### src/rtl/dyn_array_pkg.sv
// -----------------------------------------------------------------------------
// dyn_array_pkg
// Shared types and default sizing for the dynamic-array controller.
//   cmd_op_t : command opcodes carried on cmd_op
//   state_t  : controller states (FILL is only entered when the
//              DYN_ARRAY_SCRUB_EN macro is defined)
// -----------------------------------------------------------------------------
package dyn_array_pkg;

    localparam int DEFAULT_WIDTH = 8;
    localparam int DEFAULT_DEPTH = 16;

    typedef enum logic [1:0] {
        OP_NEW    = 2'b00,
        OP_RESIZE = 2'b01,
        OP_DELETE = 2'b10,
        OP_NOP    = 2'b11
    } cmd_op_t;

    typedef enum logic {
        IDLE = 1'b0,
        FILL = 1'b1
    } state_t;

endpackage

### src/rtl/dyn_array_ram.sv
// -----------------------------------------------------------------------------
// dyn_array_ram
// Single-port synchronous RAM, WIDTH x DEPTH, one-cycle registered read.
// Contents and read register are not reset.
// Ports:
//   clk   : clock
//   we    : write enable (writes wdata to addr on the rising edge)
//   re    : read enable (captures mem[addr] into rdata on the rising edge)
//   addr  : element address
//   wdata : write data
//   rdata : registered read data, holds until the next read
// -----------------------------------------------------------------------------
module dyn_array_ram #(
    parameter int WIDTH = 8,
    parameter int DEPTH = 16,
    localparam int AW = $clog2(DEPTH)
) (
    input  logic             clk,
    input  logic             we,
    input  logic             re,
    input  logic [AW-1:0]    addr,
    input  logic [WIDTH-1:0] wdata,
    output logic [WIDTH-1:0] rdata
);

    logic [WIDTH-1:0] mem_q [DEPTH];
    logic [WIDTH-1:0] rdata_q;

    // Storage array write and registered read port.
    always_ff @(posedge clk) begin
        if (we) begin
            mem_q[addr] <= wdata;
        end
        if (re) begin
            rdata_q <= mem_q[addr];
        end
    end

    assign rdata = rdata_q;

endmodule

### src/rtl/dyn_array_ctrl.sv
// -----------------------------------------------------------------------------
// dyn_array_ctrl
// Manages a fixed on-chip RAM as one runtime-sizable array (new[n],
// new[n](old), delete()) and provides a bounds-checked element access port.
// Optional feature macro: DYN_ARRAY_SCRUB_EN -- when defined, newly exposed
// entries are zero-filled one per cycle in the FILL state before the new size
// becomes visible; when undefined, the size changes immediately and new
// entries hold stale RAM contents.
// Ports:
//   clk, nreset          : clock, asynchronous active-low reset
//   cmd_valid/ready      : command handshake (ready only in IDLE)
//   cmd_op, cmd_size     : opcode (NEW/RESIZE/DELETE/NOP) and element count
//   cmd_err              : one-cycle pulse, cmd_size > DEPTH rejected
//   size                 : current element count
//   acc_valid/ready      : access handshake (commands take priority)
//   acc_we, acc_idx,
//   acc_wdata            : access direction, index and write data
//   rd_valid, rd_data    : read result pulse and held read data
//   acc_err              : one-cycle pulse, index out of range
// -----------------------------------------------------------------------------
module dyn_array_ctrl
    import dyn_array_pkg::*;
#(
    parameter int WIDTH = DEFAULT_WIDTH,
    parameter int DEPTH = DEFAULT_DEPTH,
    localparam int AW = $clog2(DEPTH)
) (
    input  logic             clk,
    input  logic             nreset,
    input  logic             cmd_valid,
    output logic             cmd_ready,
    input  logic [1:0]       cmd_op,
    input  logic [AW:0]      cmd_size,
    output logic             cmd_err,
    output logic [AW:0]      size,
    input  logic             acc_valid,
    output logic             acc_ready,
    input  logic             acc_we,
    input  logic [AW-1:0]    acc_idx,
    input  logic [WIDTH-1:0] acc_wdata,
    output logic             rd_valid,
    output logic [WIDTH-1:0] rd_data,
    output logic             acc_err
);

    localparam logic [AW:0] DEPTH_C = (AW+1)'(DEPTH);

    state_t           state_q, state_d;
    logic [AW:0]      size_q, size_d;
    logic [AW:0]      fill_ptr_q, fill_ptr_d;
    logic [AW:0]      fill_end_q, fill_end_d;
    logic             cmd_err_q, cmd_err_d;
    logic             acc_err_q, acc_err_d;
    logic             rd_valid_q, rd_valid_d;
    // Forces rd_data to zero after reset and after an out-of-range read,
    // so the RAM read register itself never needs a reset.
    logic             rd_zero_q, rd_zero_d;

    logic             cmd_fire_s;
    logic             acc_fire_s;
    logic             in_range_s;
    logic [AW:0]      range_lo_s;
    logic             ram_we_s;
    logic             ram_re_s;
    logic [AW-1:0]    ram_addr_s;
    logic [WIDTH-1:0] ram_wdata_s;
    logic [WIDTH-1:0] ram_rdata_s;

    assign cmd_ready  = (state_q == IDLE);
    assign acc_ready  = (state_q == IDLE) && !cmd_valid;
    assign cmd_fire_s = cmd_valid && cmd_ready;
    assign acc_fire_s = acc_valid && acc_ready;
    assign in_range_s = ({1'b0, acc_idx} < size_q);
    // First newly exposed index: 0 for NEW, current size for RESIZE.
    assign range_lo_s = (cmd_op_t'(cmd_op) == OP_RESIZE) ? size_q : {(AW+1){1'b0}};

    // Next-state, command decode, access decode and RAM port mux.
    always_comb begin
        state_d     = state_q;
        size_d      = size_q;
        fill_ptr_d  = fill_ptr_q;
        fill_end_d  = fill_end_q;
        cmd_err_d   = 1'b0;
        acc_err_d   = 1'b0;
        rd_valid_d  = 1'b0;
        rd_zero_d   = rd_zero_q;
        ram_we_s    = 1'b0;
        ram_re_s    = 1'b0;
        ram_addr_s  = acc_idx;
        ram_wdata_s = acc_wdata;

        case (state_q)
            IDLE: begin
                if (cmd_fire_s) begin
                    case (cmd_op_t'(cmd_op))
                        OP_NEW, OP_RESIZE: begin
                            if (cmd_size > DEPTH_C) begin
                                cmd_err_d = 1'b1;
                            end else if (cmd_size <= range_lo_s) begin
                                // Empty target range (shrink, equal, or NEW 0).
                                size_d = cmd_size;
                            end else begin
`ifdef DYN_ARRAY_SCRUB_EN
                                state_d    = FILL;
                                fill_ptr_d = range_lo_s;
                                fill_end_d = cmd_size;
                                // NEW discards the old array, so it reads as empty while filling.
                                if (cmd_op_t'(cmd_op) == OP_NEW) begin
                                    size_d = {(AW+1){1'b0}};
                                end else begin
                                    size_d = size_q;
                                end
`else
                                size_d = cmd_size;
`endif
                            end
                        end
                        OP_DELETE: begin
                            size_d = {(AW+1){1'b0}};
                        end
                        OP_NOP: begin
                            size_d = size_q;
                        end
                        default: begin
                            size_d = size_q;
                        end
                    endcase
                end else if (acc_fire_s) begin
                    if (in_range_s) begin
                        if (acc_we) begin
                            ram_we_s = 1'b1;
                        end else begin
                            ram_re_s   = 1'b1;
                            rd_valid_d = 1'b1;
                            rd_zero_d  = 1'b0;
                        end
                    end else begin
                        acc_err_d = 1'b1;
                        if (acc_we) begin
                            rd_valid_d = 1'b0;
                        end else begin
                            rd_valid_d = 1'b1;
                            rd_zero_d  = 1'b1;
                        end
                    end
                end else begin
                    state_d = IDLE;
                end
            end
            FILL: begin
                ram_we_s    = 1'b1;
                ram_addr_s  = fill_ptr_q[AW-1:0];
                ram_wdata_s = {WIDTH{1'b0}};
                fill_ptr_d  = fill_ptr_q + (AW+1)'(1);
                // The last zero write and the size update share one edge.
                if (fill_ptr_d == fill_end_q) begin
                    size_d  = fill_end_q;
                    state_d = IDLE;
                end else begin
                    state_d = FILL;
                end
            end
            default: begin
                state_d = IDLE;
            end
        endcase
    end

    // Controller state and registered outputs.
    always_ff @(posedge clk or negedge nreset) begin
        if (!nreset) begin
            state_q    <= IDLE;
            size_q     <= {(AW+1){1'b0}};
            fill_ptr_q <= {(AW+1){1'b0}};
            fill_end_q <= {(AW+1){1'b0}};
            cmd_err_q  <= 1'b0;
            acc_err_q  <= 1'b0;
            rd_valid_q <= 1'b0;
            rd_zero_q  <= 1'b1;
        end else begin
            state_q    <= state_d;
            size_q     <= size_d;
            fill_ptr_q <= fill_ptr_d;
            fill_end_q <= fill_end_d;
            cmd_err_q  <= cmd_err_d;
            acc_err_q  <= acc_err_d;
            rd_valid_q <= rd_valid_d;
            rd_zero_q  <= rd_zero_d;
        end
    end

    dyn_array_ram #(
        .WIDTH (WIDTH),
        .DEPTH (DEPTH)
    ) u_ram (
        .clk   (clk),
        .we    (ram_we_s),
        .re    (ram_re_s),
        .addr  (ram_addr_s),
        .wdata (ram_wdata_s),
        .rdata (ram_rdata_s)
    );

    assign size     = size_q;
    assign cmd_err  = cmd_err_q;
    assign acc_err  = acc_err_q;
    assign rd_valid = rd_valid_q;
    assign rd_data  = rd_zero_q ? {WIDTH{1'b0}} : ram_rdata_s;

endmodule

### config.mk
export PLATFORM = sky130hd
export DESIGN_NAME = dyn_array_ctrl
export DESIGN_NICKNAME = d
export VERILOG_FILES = /design/src/rtl/dyn_array_pkg.sv /design/src/rtl/dyn_array_ram.sv /design/src/rtl/dyn_array_ctrl.sv
export SDC_FILE = /design/constraint.sdc
export NUM_CORES = 1
export LEC_CHECK = 0
export CAP_MARGIN = 20
export CORE_UTILIZATION = 63
export DETAILED_ROUTE_END_ITERATION = 10
export HOLD_SLACK_MARGIN = 0.06
export PLACE_DENSITY = 0.94
export SLEW_MARGIN = 20
export SYNTH_ARGS = -nofsm -noshare
export SYNTH_HDL_FRONTEND = slang
export SYNTH_HIERARCHICAL = 1
export SYNTH_SLANG_ARGS = --single-unit
### constraint.sdc
create_clock -name clk -period 5.5 [get_ports clk]
set_input_delay 0.825 -clock clk [delete_from_list [all_inputs] [get_ports clk]]
set_output_delay 0.825 -clock clk [all_outputs]
set_load 0.02 [all_outputs]
# ---- After elaboration in Yosys (flattened, before gate mapping)
# Memories as Yosys holds them, arrays and structs flattened. A register that Yosys moved wholly into a read port is not among the register bits.
# Cells that the tools add are included.
# W data, S select, Z words.
dict set report totals {
  reg_bits 15
  ramBits 128
  inputBits 24
  output_inout_bits 18
  wordCells 66
  memories 1
}
dict set report classes {
  add_sub_neg 1
  order_cmp 2
  eq_ne 7
  muxes 36
  bitwise 3
  n_reduce_logical 9
}
# name words word_bits rd rd_ports_with_merged_regs write_ports line
set memory_table {}
lappend memory_table {u_ram.mem_q 16 8 1 1 1 dyn_array_ram.sv:26} ;# logic [WIDTH-1:0] mem_q [DEPTH];
# cell n
set ops {}
lappend ops {{$mux W1} 26}
lappend ops {{$pmux W5 S2} 2}
lappend ops {{$mux W8} 2}
lappend ops {{$mux W5} 3}
lappend ops {{$reduce_and A4 Y1} 2}
lappend ops {{$add A5 B1 Y5 const B} 1}
lappend ops {{$gt A5 B5 Y1 const B} 1}
lappend ops {{$logic_not A5 Y1} 1}
lappend ops {{$lt A4 B5 Y1} 1}
lappend ops {{$eq A2 B2 Y1 const B} 2}
lappend ops {{$mux W4} 1}
lappend ops {{$ne A2 B1 Y1 const B} 2}
lappend ops {{$pmux W1 S2} 2}
lappend ops {{$logic_and A1 B1 Y1} 3}
lappend ops {{$ne A3 B3 Y1 const B} 1}
lappend ops {{$not A1 Y1} 3}
lappend ops {{$eq A2 B1 Y1 const B} 1}
lappend ops {{$logic_not A2 Y1} 1}
lappend ops {{$ne A2 B2 Y1 const B} 1}
lappend ops {{$reduce_or A2 Y1} 1}
lappend ops {{$logic_not A1 Y1} 1}

# ---- Logic depth before layout (Yosys ltp)
dict set report depth {
  ltp_word 8
  mapped_depth 8
  depth_no_buf 7
}

# ---- Hierarchy
# Netlist, hierarchy kept.
# mod n_inst cells_per_inst area_per_inst_um2 seq_area_each_um2
set by_module_without_submodules {}
lappend by_module_without_submodules {dyn_array_ram 1 230 5147.4 4083.9}
lappend by_module_without_submodules {dyn_array_ctrl 1 95 973.4 376.6}

# ---- Worst setup path before layout
# Ideal clock, no wire load.
dict set report synth_timing {
  path_kind {input -> register}
  start {in acc_idx[1]}
  end {mem u_ram.mem_q[0][0], enable pin}
  setup_time_ps 383
  arrival_ps 2758
  t_required_ps 5117
  slack_ps 2358
  path_stages 6
  n_path_buf 0
  cell_sequence {ha_1 > a21o_1 > a21o_1 > a21oi_1 > or3b_2 > nor3_1}
}
dict set report synth_via {
  elab_chain_len 7
  elab_cells_between_ends 8
  classes_between {1 x order compare; 7 x mux}
}
# element line
set synth_lines {}
lappend synth_lines {{start, declared} dyn_array_ctrl.sv:39} ;# input logic [AW-1:0] acc_idx,
lappend synth_lines {{$lt A4 B5 Y1} dyn_array_ctrl.sv:73} ;# assign in_range_s = ({1'b0, acc_idx} < size_q);
lappend synth_lines {{$mux W1} dyn_array_ctrl.sv:129} ;# if (in_range_s) begin
lappend synth_lines {{$mux W1} dyn_array_ctrl.sv:128} ;# end else if (acc_fire_s) begin
lappend synth_lines {{$mux W1} dyn_array_ctrl.sv:94} ;# if (cmd_fire_s) begin
lappend synth_lines {{$pmux W1 S2} dyn_array_ctrl.sv:92} ;# case (state_q)
lappend synth_lines {{named net ram_we_s} dyn_array_ctrl.sv:63} ;# logic ram_we_s;
lappend synth_lines {{$mux W1} dyn_array_ram.sv:31} ;# if (we) begin
lappend synth_lines {{$mux W1 (implied by the code)} dyn_array_ram.sv:32} ;# mem_q[addr] <= wdata;
lappend synth_lines {{end, declared} dyn_array_ram.sv:26}
# The timed path passes the listed nets, and every way through them passes these cells.

# ---- Final worst setup path
dict set report layout_timing {
  start {reg state_q}
  end {mem u_ram.mem_q[1][6], enable pin}
}
dict set report layout_via {
  elab_chain_len 8
  elab_cells_between_ends 10
  classes_between {6 x mux; 1 x bitwise; 3 x reduce/logical}
}
# element line
set layout_lines {}
lappend layout_lines {{start, declared} dyn_array_ctrl.sv:48} ;# state_t state_q, state_d;
lappend layout_lines {{start signal, assigned} dyn_array_ctrl.sv:181} ;# state_q <= state_d;
lappend layout_lines {{$not A1 Y1 (no source line)} n/a}
lappend layout_lines {{$logic_and A1 B1 Y1} dyn_array_ctrl.sv:70} ;# assign acc_ready = (state_q == IDLE) && !cmd_valid;
lappend layout_lines {{$logic_and A1 B1 Y1} dyn_array_ctrl.sv:72} ;# assign acc_fire_s = acc_valid && acc_ready;
lappend layout_lines {{$mux W1} dyn_array_ctrl.sv:128}
lappend layout_lines {{$mux W1} dyn_array_ctrl.sv:94}
lappend layout_lines {{$pmux W1 S2 *} dyn_array_ctrl.sv:92}
lappend layout_lines {{named net ram_we_s} dyn_array_ctrl.sv:63}
lappend layout_lines {{$mux W1 *} dyn_array_ram.sv:31}
lappend layout_lines {{$mux W1 (implied by the code) *} dyn_array_ram.sv:32}
# Mark *: on every way through the listed nets, which the timed path passes. The rest lies on a longest branch.

==> results.cfg <==
[outcome]
status = finished clean

[grt]
antenna_found_initial = 0
grt_overflow_total = 0
grt_pass1_vias = 3454
grt.total_usage = 0.279
grt_max_degree = 40
grt_first_pass_wirelength_mm = 19.4

[setup_path]
worstSetupPathType = reg2reg
path_cells = inv_1 > nand2_1 > o22ai_1 > a21oi_1 > or3b_2 > nor2_1
r2r_cells = 6
worst_path_max_delay_cell = dfrtp_1
end_kind = flop
rr_endpoint = u_ram/mem_q[1][6]$_DFFE_PP_
path_depth = 6
crit_arrival_ns = 3.78
critPathMaxStageDelay_ns = 1.05
worstReg2RegStart = state_q$_DFF_PN0_
worstPathRequired_ns = 5.64
cp_max_fo = 26
worstSetupStartpointType = flop
crit_buf_inv = 1
critical_path.top_delay_family = simple AND/OR/NAND/NOR gates
ff2ff_setup_slack_ns = 1.86

[routing]
postRouteAntennaNets = 0
drcViolationCount = 0
vias_per_cell = 6.50
drt-initial-drc-count = 348
totalWireLength_mm = 12.8
vias = 3341
drt_first_pass_iters = 5
wl_per_cell_um = 24.9

[cts]
cts_tree = done
h-tree-depth = 4
cts_buffers = 17
cts_root_buffer = clkbuf_8
post_cts_resized = 0
clock-sinks = 151
cts_setup_buffers = 0
clkLatencyLatePin_ns = 0.53
cts.clk_slew.worst_paths_ns = 0.07
cts_hold_buf = 0
clockBufferDepth = 2

[worst_hold_path]
hp-start = size[1]$_DFFE_PN0P_
holdPathEnd = size[1]$_DFFE_PN0P_
hold_class = reg2reg
min_path_cells = 1

[pwr]
internal_power_mw = 1.92
swShare = 0.233
p_switching_uw = 585
p_seq_frac = 0.510
power_density_nw_per_um2 = 348
clkPwrFrac = 0.412
combPwrFrac = 0.078
peakVddDrop_uv = 258
leakage_nw = 2.39
total_power_mw = 2.50

[yosys]
yosysTopAreaCell = edfxtp_1
synth-edff-count = 136
synth_area_um2 = 6120
synth_cell_types = 47
synthArstFlopShare = 0.0993
synthXorXnorAreaFrac = 0.00572
yosys.area_share.simple = 0.0695
synth.area.top_cells = edfxtp_1 67%, mux4_2 12%, dfrtp_1 5.7%
synthMuxAreaShare = 0.129
synth_area_per_cell_um2 = 18.8
synth.most_common_cell = edfxtp_1
ys.flop_type = edfxtp_1
synth_compound_area_frac = 0.0423
ys_ff_latch = 151
synthCells = 325
ys_seq_area_frac = 0.729
yosys-top-cells-count = 136 x edfxtp_1, 32 x mux4_2, 20 x nor2b_1, 16 x a22oi_1, 15 x nor2_1
yosysWarnings = 6
syn_nets = 354
synth_top_family_by_area = multiplexers
synthAdderAreaFrac = 0.0102
synth_top_area_share = 0.667

[floorplan]
die_h_um = 101
ios = 42
rows = 35
coreArea_um2 = 9330
initial_utilization = 0.656
dieArea_um2 = 10100
die_w_um = 101

[place]
pre_cts_ws_ns = 1.33
post-dp-hpwl_mm = 7.56
dp_cells = 482
port_buffers = 41
routabilityCongestion = 0.846

[sta]
fmax_mhz = 275
rsz0062_at_grt = false
max_slew_margin = 0.252
fin_crit_sh = 0.662
tns_ns = 0
finalClockSkew_ns = 0.0207
min_period_ns = 3.64
hold_slack_ns = 0.547
worst_slew_pin_slew_ns = 1.12
slew_violations = 0
setup_viol = 0
final_hold_viol_count = 0
setup_ws_ns = 1.86

[cells_and_area]
num-nets-final = 401
fillers = 480
diodes = 0
drive_gt1_frac = 0.231
final_cells = 514
syn_to_final_growth_pct = 17.6

[flow_run]
max_cap_viol_count = 0
## registers in the layout, summed over array words and instances, names as in the netlist
signal       cells
rd_zero_q        1
acc_err          1
cmd_err          1
fill_ptr_q       5
size             5
u_ram/mem_q    128
u_ram/rdata      8
state_q          1
rd_valid         1
## worst max-delay path by stage
stage | start | end | slack [ns]
floorplan | acc_idx[1] | u_ram/mem_q[0][0]$_DFFE_PP_ | 2.36
global route | state_q$_DFF_PN0_ | u_ram/rdata[2]$_DFFE_PP_ | 1.59
finish | state_q$_DFF_PN0_ | u_ram/mem_q[1][6]$_DFFE_PP_ | 1.86
CTS | state_q$_DFF_PN0_ | u_ram/mem_q[0][3]$_DFFE_PP_ | 1.57
detailed placement | acc_idx[1] | u_ram/mem_q[0][7]$_DFFE_PP_ | 1.33
global placement | acc_idx[1] | u_ram/mem_q[0][4]$_DFFE_PP_ | 1.55
## power groups by stage
stage	combinational, mW	clock, mW	sequential [mW]
floorplan	0.105	0	1.30
global placement	0.182	0	1.30
detailed placement	0.189	0	1.30
CTS	0.193	1.04	1.28
global route	0.206	1.09	1.28
finish	0.195	1.03	1.28
## metal layers
| layer | routed length (µm) | track usage | vias up |
|---|---|---|---|
| met2 | 6440 | 0.438 | 220 |
| met4 | 376 | 0.144 | 0 |
| met1 | 4900 | 0.371 | 1675 |
| met5 | 0 | 0 | - |
| met3 | 1070 | 0.0645 | 34 |
| li1 | - | - | 1412 |
## cell usage in the layout, fill, tap and decap left out, drive strengths merged, types with 2 or more instances in the layout
| master | instances |
|---|---|
| nor3 | 6 |
| clkinvlp | 3 |
| dfrtp | 14 |
| clkbuf | 17 |
| nand3b | 2 |
| nand2 | 13 |
| clkdlybuf4s50 | 41 |
| xnor2 | 3 |
| a22o | 5 |
| or3b | 2 |
| a21o | 2 |
| clkinv | 9 |
| mux4 | 32 |
| ha | 5 |
| mux2 | 6 |
| nand4 | 4 |
| edfxtp | 136 |
| nor2 | 16 |
| inv | 7 |
| a22oi | 16 |
| a21oi | 3 |
| nor2b | 20 |
| nand2b | 3 |
## logic make-up after synthesis
logic type | Yosys count
adder cells (fa/ha/maj) | 5
AO/OA/AOI/OAI | 34
buffers and inverters | 18
multiplexers | 38
XOR/XNOR | 4
AND/OR/NAND/NOR | 75
flip-flops | 151
## final cells by class
cell class | instances | area [µm²] | share of cell area
inverters | 4 | 15.0 | 0.00209
well taps | 129 | 161 | 0.0224
clock buffers | 17 | 414 | 0.0575
repair buffers | 42 | 418 | 0.0580
multi-input cells | 156 | 1610 | 0.223
flip-flops and latches | 151 | 4460 | 0.620
clock inverters | 15 | 125 | 0.0174
## stage by stage
| stage | instance area [µm²] | utilization |
|---|---|---|
| floorplan | 6120 | - |
| global placement | 6630 | 0.710 |
| detailed placement | 6630 | 0.710 |
| CTS | 7160 | 0.768 |
| global route | 7200 | 0.772 |
| finish | 7200 | 0.772 |
(Power assumes the default switching activity.)
